`src/rtl/register_universal_r_sync.sv`:
```
// register_universal_r_sync: WIDTH-bit universal register (hold/load/shift/rotate/increment/clear) with sync active-low reset
// Ports: clk, reset_n (sync, active-low), en (clock enable), mode[2:0], d[WIDTH-1:0],
//        sin_r (serial in to bit 0), sin_l (serial in to bit WIDTH-1), q[WIDTH-1:0],
//        sout_l = q[WIDTH-1], sout_r = q[0], zero = (q == 0), wrap (increment wrap flag).
// Optional macro REGISTER_UNIVERSAL_WRAP_EN: wrap is a registered one-cycle pulse after an
// increment from all-ones; without it wrap is tied to 0.
module register_universal_r_sync #(
    parameter int WIDTH = 8
) (
    input  logic             clk,
    input  logic             reset_n,
    input  logic             en,
    input  logic [2:0]       mode,
    input  logic [WIDTH-1:0] d,
    input  logic             sin_r,
    input  logic             sin_l,
    output logic [WIDTH-1:0] q,
    output logic             sout_l,
    output logic             sout_r,
    output logic             zero,
    output logic             wrap
);
    localparam logic [2:0] HOLD = 3'b000;
    localparam logic [2:0] LOAD = 3'b001;
    localparam logic [2:0] SHL  = 3'b010;
    localparam logic [2:0] SHR  = 3'b011;
    localparam logic [2:0] ROL  = 3'b100;
    localparam logic [2:0] ROR  = 3'b101;
    localparam logic [2:0] INC  = 3'b110;
    localparam logic [2:0] CLR  = 3'b111;
    logic [WIDTH-1:0] q_next;
    always_comb begin
        q_next = q;
        case (mode)
            HOLD: q_next = q;
            LOAD: q_next = d;
            SHL:  q_next = {q[WIDTH-2:0], sin_r};
            SHR:  q_next = {sin_l, q[WIDTH-1:1]};
            ROL:  q_next = {q[WIDTH-2:0], q[WIDTH-1]};
            ROR:  q_next = {q[0], q[WIDTH-1:1]};
            INC:  q_next = q + 1'b1;
            CLR:  q_next = '0;
            default: q_next = q;
        endcase
    end
    always_ff @(posedge clk) begin
        if (!reset_n)
            q <= '0;
        else if (en)
            q <= q_next;
    end
    // Serial outputs expose pre-edge bits so cascaded stages shift coherently.
    assign sout_l = q[WIDTH-1];
    assign sout_r = q[0];
    assign zero   = (q == '0);
`ifdef REGISTER_UNIVERSAL_WRAP_EN
    always_ff @(posedge clk) begin
        if (!reset_n)
            wrap <= 1'b0;
        else
            wrap <= en && (mode == INC) && (&q);
    end
`else
    assign wrap = 1'b0;
`endif
endmodule

```
`config.mk`:
```
export PLATFORM = sky130hd
export DESIGN_NAME = register_universal_r_sync
export DESIGN_NICKNAME = d
export VERILOG_FILES = /design/src/rtl/register_universal_r_sync.sv
export SDC_FILE = /design/constraint.sdc
export NUM_CORES = 1
export LEC_CHECK = 0
export CAP_MARGIN = 0
export CORE_MARGIN = 2
export CORE_UTILIZATION = 36
export CTS_CLUSTER_DIAMETER = 200
export DETAILED_ROUTE_END_ITERATION = 8
export GPL_TIMING_DRIVEN = 0
export PLACE_DENSITY_LB_ADDON = 0.05
export SLEW_MARGIN = 20
export SYNTH_ARGS = -nofsm -noshare
export SYNTH_HDL_FRONTEND = slang
export SYNTH_SLANG_ARGS = --single-unit
export TNS_END_PERCENT = 5
```
`constraint.sdc`:
```
create_clock -name clk -period 1.9 [get_ports clk]
set_input_delay 0.475 -clock clk [delete_from_list [all_inputs] [get_ports clk]]
set_output_delay 0.475 -clock clk [all_outputs]
set_load 0.02 [all_outputs]
```
### After elaboration in Yosys (flattened, before gate mapping)

Cells that the tools add are included.

| cells by class | value |
|---|---|
| reductions and logical operators | 3 |
| equal/unequal tests | 7 |
| bitwise logic cells | 1 |
| add/sub/neg operators | 1 |
| muxes and demuxes | 1 |

Operators with widths:

| operator | count |
|---|---|
| one-hot mux 8 bit (7 select lines) | 1 |
| == test 3 bit, second input constant | 4 |
| adder 8 x 1 -> 8 bit, second input constant | 1 |
| logical NOT 8 bit | 1 |
| == test 3 x 2 -> 1 bit, second input constant | 2 |
| == test 3 x 1 -> 1 bit, second input constant | 1 |
| logical NOT 3 bit | 1 |
| AND reduction 2 bit | 1 |
| inverter 1 bit | 1 |

| storage, ports and cells | value |
|---|---|
| register bits | 8 |
| output and inout bits | 12 |
| logic and storage cells | 14 |

### Logic depth before layout (Yosys ltp)

| logic depth | value |
|---|---|
| word-level depth | 3 |
| gate-level depth with buffers | 6 |
| depth with buffers taken out | 5 |

### Worst setup path after synthesis

No wires, ideal clock.

| timing | value |
|---|---|
| path type | reg-to-output |
| from | reg q[1] |
| to | out zero |
| data required time | 1.425 ns |
| data arrival time | 1.698 ns |
| path buffers | 0 |
| cell stages (with the launch flop) | 5 |
| path slack | -0.273 ns |
| path through | dfxtp_1 > inv_1 > ha_1 > or4b_1 > nor4_1 |

| between the ends | value |
|---|---|
| longest elaborated chain between the ends | 1 |

Ends and longest elaborated chain:

| element | RTL line | source |
|---|---|---|
| start, declared | 17 | `output logic [WIDTH-1:0] q,` |
| start signal, assigned | 50 | `q <= q_next;` |
| logical NOT 8 bit | 55 | `assign zero = (q == '0);` |
| end, declared | 20 | `output logic zero,` |

Every way passes these cells.

### Final worst setup path

Same ends and word-level chain as after synthesis.

==> metrics.yaml <==
status: "complete, but fails checks"
violations: "negative setup slack"
drtIter0Drc: 41
slew_violations: 0
synth_cells: 118
ys.flop_type: "dfxtp_1"
clock_skew_ns: 0.0003702
final_area_mm2: 0.001231
die_area_mm2: 0.002881
largest_reg_flops: 8
fin_crit_ns: 2.045
vias: 995
yosysSeqAreaShare_pct: 18.03
endpoint_kind: "output pin"
cp_max_fo: 2
layout_setup_ws_ns: -0.1448
cp.arrival_ns: 1.57
clkSlewWorstSetupHoldPaths_ns: 0.06
grt_max_degree: 11
synth_top_cell_area_share_pct: 18.03
synth_top_area_cell: "dfxtp_1"
clock_path_buffers: 2
syn_area_per_cell_um2: 7.528
post_drt_wl_per_cell_um: 15.07
htreeDepth: 1
top_register: "q"
postCtsHoldBufs: 0
required_ns: 1.42
synth-edff-count: 0
dieWidth_um: 53.68
power_density_mw_per_mm2: 479.7
portBuffers: 25
crit_path_start_kind: "flip-flop"
fmax_ghz: 0.4891
remaining_drc_errors: 0
cap_violations: 0
fill_cells: 223
hold_viol: 0
n_antenna_cell: 0
dp_slack_ns: -0.4550
io_pins: 28
overflow: 0
largest_registers: "q: 8 flops"
ys_warn_count: 0
via_per_inst: 5.686
dr.pass1.iters: 4
totalWireLength_um: 2638
rsz0062_at_grt: "true"
final_nets: 167
final-setup-viol-count: 1
synth.most_common_cell: "a21oi_1"
cts_tree: "built"
synth_nets: 136
grt_util_all_layers_pct: 21.21
async_flop_share_pct: 0
dpl.hpwl_um: 1810
synth.ff_latch_count: 8
placementRows: 17
ant_nets: 0
antenna_found_initial: 0
root_buffer: "clkbuf_4"
period_share_pct: 107.6
dpl_cell_area_mm2: 0.001189
power_leakage_nw: 0.4558
clkSinkCount: 8
core_area_mm2: 0.002276
gp_congestion: 0.8482
critPathKind: "flip-flop to output pin"
synthToLayoutAreaGrowth_pct: 38.59
vdd_drop_max_v: 0.0003399
clkLatencyLatePin_ns: 0.27
drive_gt1_share_pct: 22.45
syn_area_um2: 888.4
grt_pass1_vias: 971
die_y_um: 53.68
initial_utilization_pct: 39.03
synth_area_leaders: "dfxtp_1 18%, a21oi_1 6.8%, mux2i_1 5.6%"
grt_pass1_wl_um: 4367
synth.distinct_cells: 43
hp-class: "flip-flop to flip-flop"
synthTopCellsByCount: "12 x a21oi_1, 11 x nand2_1, 8 x dfxtp_1, 8 x o21ai_1, 7 x nor2_1"
cts_buffers: 3
-- what timing repair did --
action | 4_1_cts | 5_1_grt
pin swaps | 0 | 0
setup buffers | 2 | 0
setup endpoints to repair | 7 | 1
cloned | 0 | 0
gates resized for setup | 18 | 0
-- worst paths after layout --
path	startpoint	endpoint	slack, ns	depth (start not counted)
worst max register to register	q[1]	q[4]	0.51	6
worst max-delay path	q[1]	zero	-0.14	5
worst min-delay path	q[4]	q[4]	0.54	2
worst min register to register	q[4]	q[4]	0.54	2
-- critical path, stage by stage (launching register included) --
cell and delay (ns):
dfxtp_4 0.34, inv_2 0.05, ha_1 0.13, or4b_4 0.47, nor4_4 0.13, buf_4 0.17
-- per-stage QoR --
| stage | hold WS, ns | total power, mW | TNS [ns] | std cells | utilization, % |
|---|---|---|---|---|---|
| final | 0.5396 | 0.5906 | -0.1448 | 175 | 54.10 |
| after global routing | 0.5593 | 0.6235 | -0.2211 | 175 | 54.10 |
| after CTS | 0.5393 | 0.5923 | -0.1608 | 175 | 54.10 |
| after detailed placement | 0.5686 | 0.4439 | -0.9560 | 171 | 52.23 |
| after global placement | 0.5811 | 0.4432 | -0.8660 | 171 | 52.23 |
| after floorplan | 0.5769 | 0.3480 | 0 | 118 | - |
-- per-layer routing --
layer / vias to the layer above / wire (um) / global-route usage [%] / share of wire [%]
li1: 493 / - / - / -
met1: 453 / 1153 / 25.67 / 44
met2: 45 / 1237 / 33.94 / 47
met3: 4 / 228 / 6.389 / 8.6
met4: 0 / 19 / 10.26 / 0.72
met5: - / 0 / 0 / 0
-- cells in the final DEF (no fill, tap or decap), types with 2 or more instances in the layout --
| cell | n |
|---|---|
| dfxtp_4 | 2 |
| dlygate4sd2_1 | 2 |
| buf_6 | 4 |
| dfxtp_2 | 4 |
| ha_1 | 2 |
| o32ai_1 | 2 |
| a31oi_1 | 2 |
| xnor2_1 | 2 |
| nand2_1 | 11 |
| nand3_1 | 5 |
| dfxtp_1 | 2 |
| mux2i_1 | 5 |
| buf_4 | 8 |
| buf_2 | 2 |
| a21oi_1 | 12 |
| o21ai_1 | 8 |
| nor4_1 | 2 |
| nand2b_1 | 5 |
| nor2b_1 | 2 |
| clkbuf_4 | 3 |
| nor2_1 | 7 |
| inv_1 | 3 |
| o22ai_1 | 2 |
| o221ai_1 | 2 |
| clkdlybuf4s50_1 | 21 |
| o21ai_0 | 3 |
-- kinds of logic (layout without fill, tap and decap cells) --
kind of cell	count (synthesis)	after routing	synth area share [%]
XOR/XNOR	3	3	2.958
AO/OA/AOI/OAI	43	43	34.09
buffers and inverters	16	45	12.11
multiplexers	5	5	5.634
adder cells (fa/ha/maj)	2	2	2.816
AND/OR/NAND/NOR	40	40	23.95
other	1	1	0.4221
flip-flops	8	8	18.03
-- layout make-up --
| type | instances | area (um^2) | area share, % |
|---|---|---|---|
| Timing Repair Buffer | 27 | 257.7 | 20.93 |
| Inverter | 4 | 15.01 | 1.220 |
| Multi-Input combinational cell | 94 | 639.4 | 51.93 |
| Clock buffer | 3 | 22.52 | 1.829 |
| Sequential cell | 8 | 172.7 | 14.02 |
| Tap cell | 28 | 35.03 | 2.846 |
| Buffer | 11 | 88.84 | 7.215 |
-- power by group --
part,total [mW],switching [mW],internal [mW]
Clock,0.143,0.0701,0.0731
Combinational,0.246,0.121,0.125
Sequential,0.201,0.0220,0.179
(Power assumes the default switching activity.)
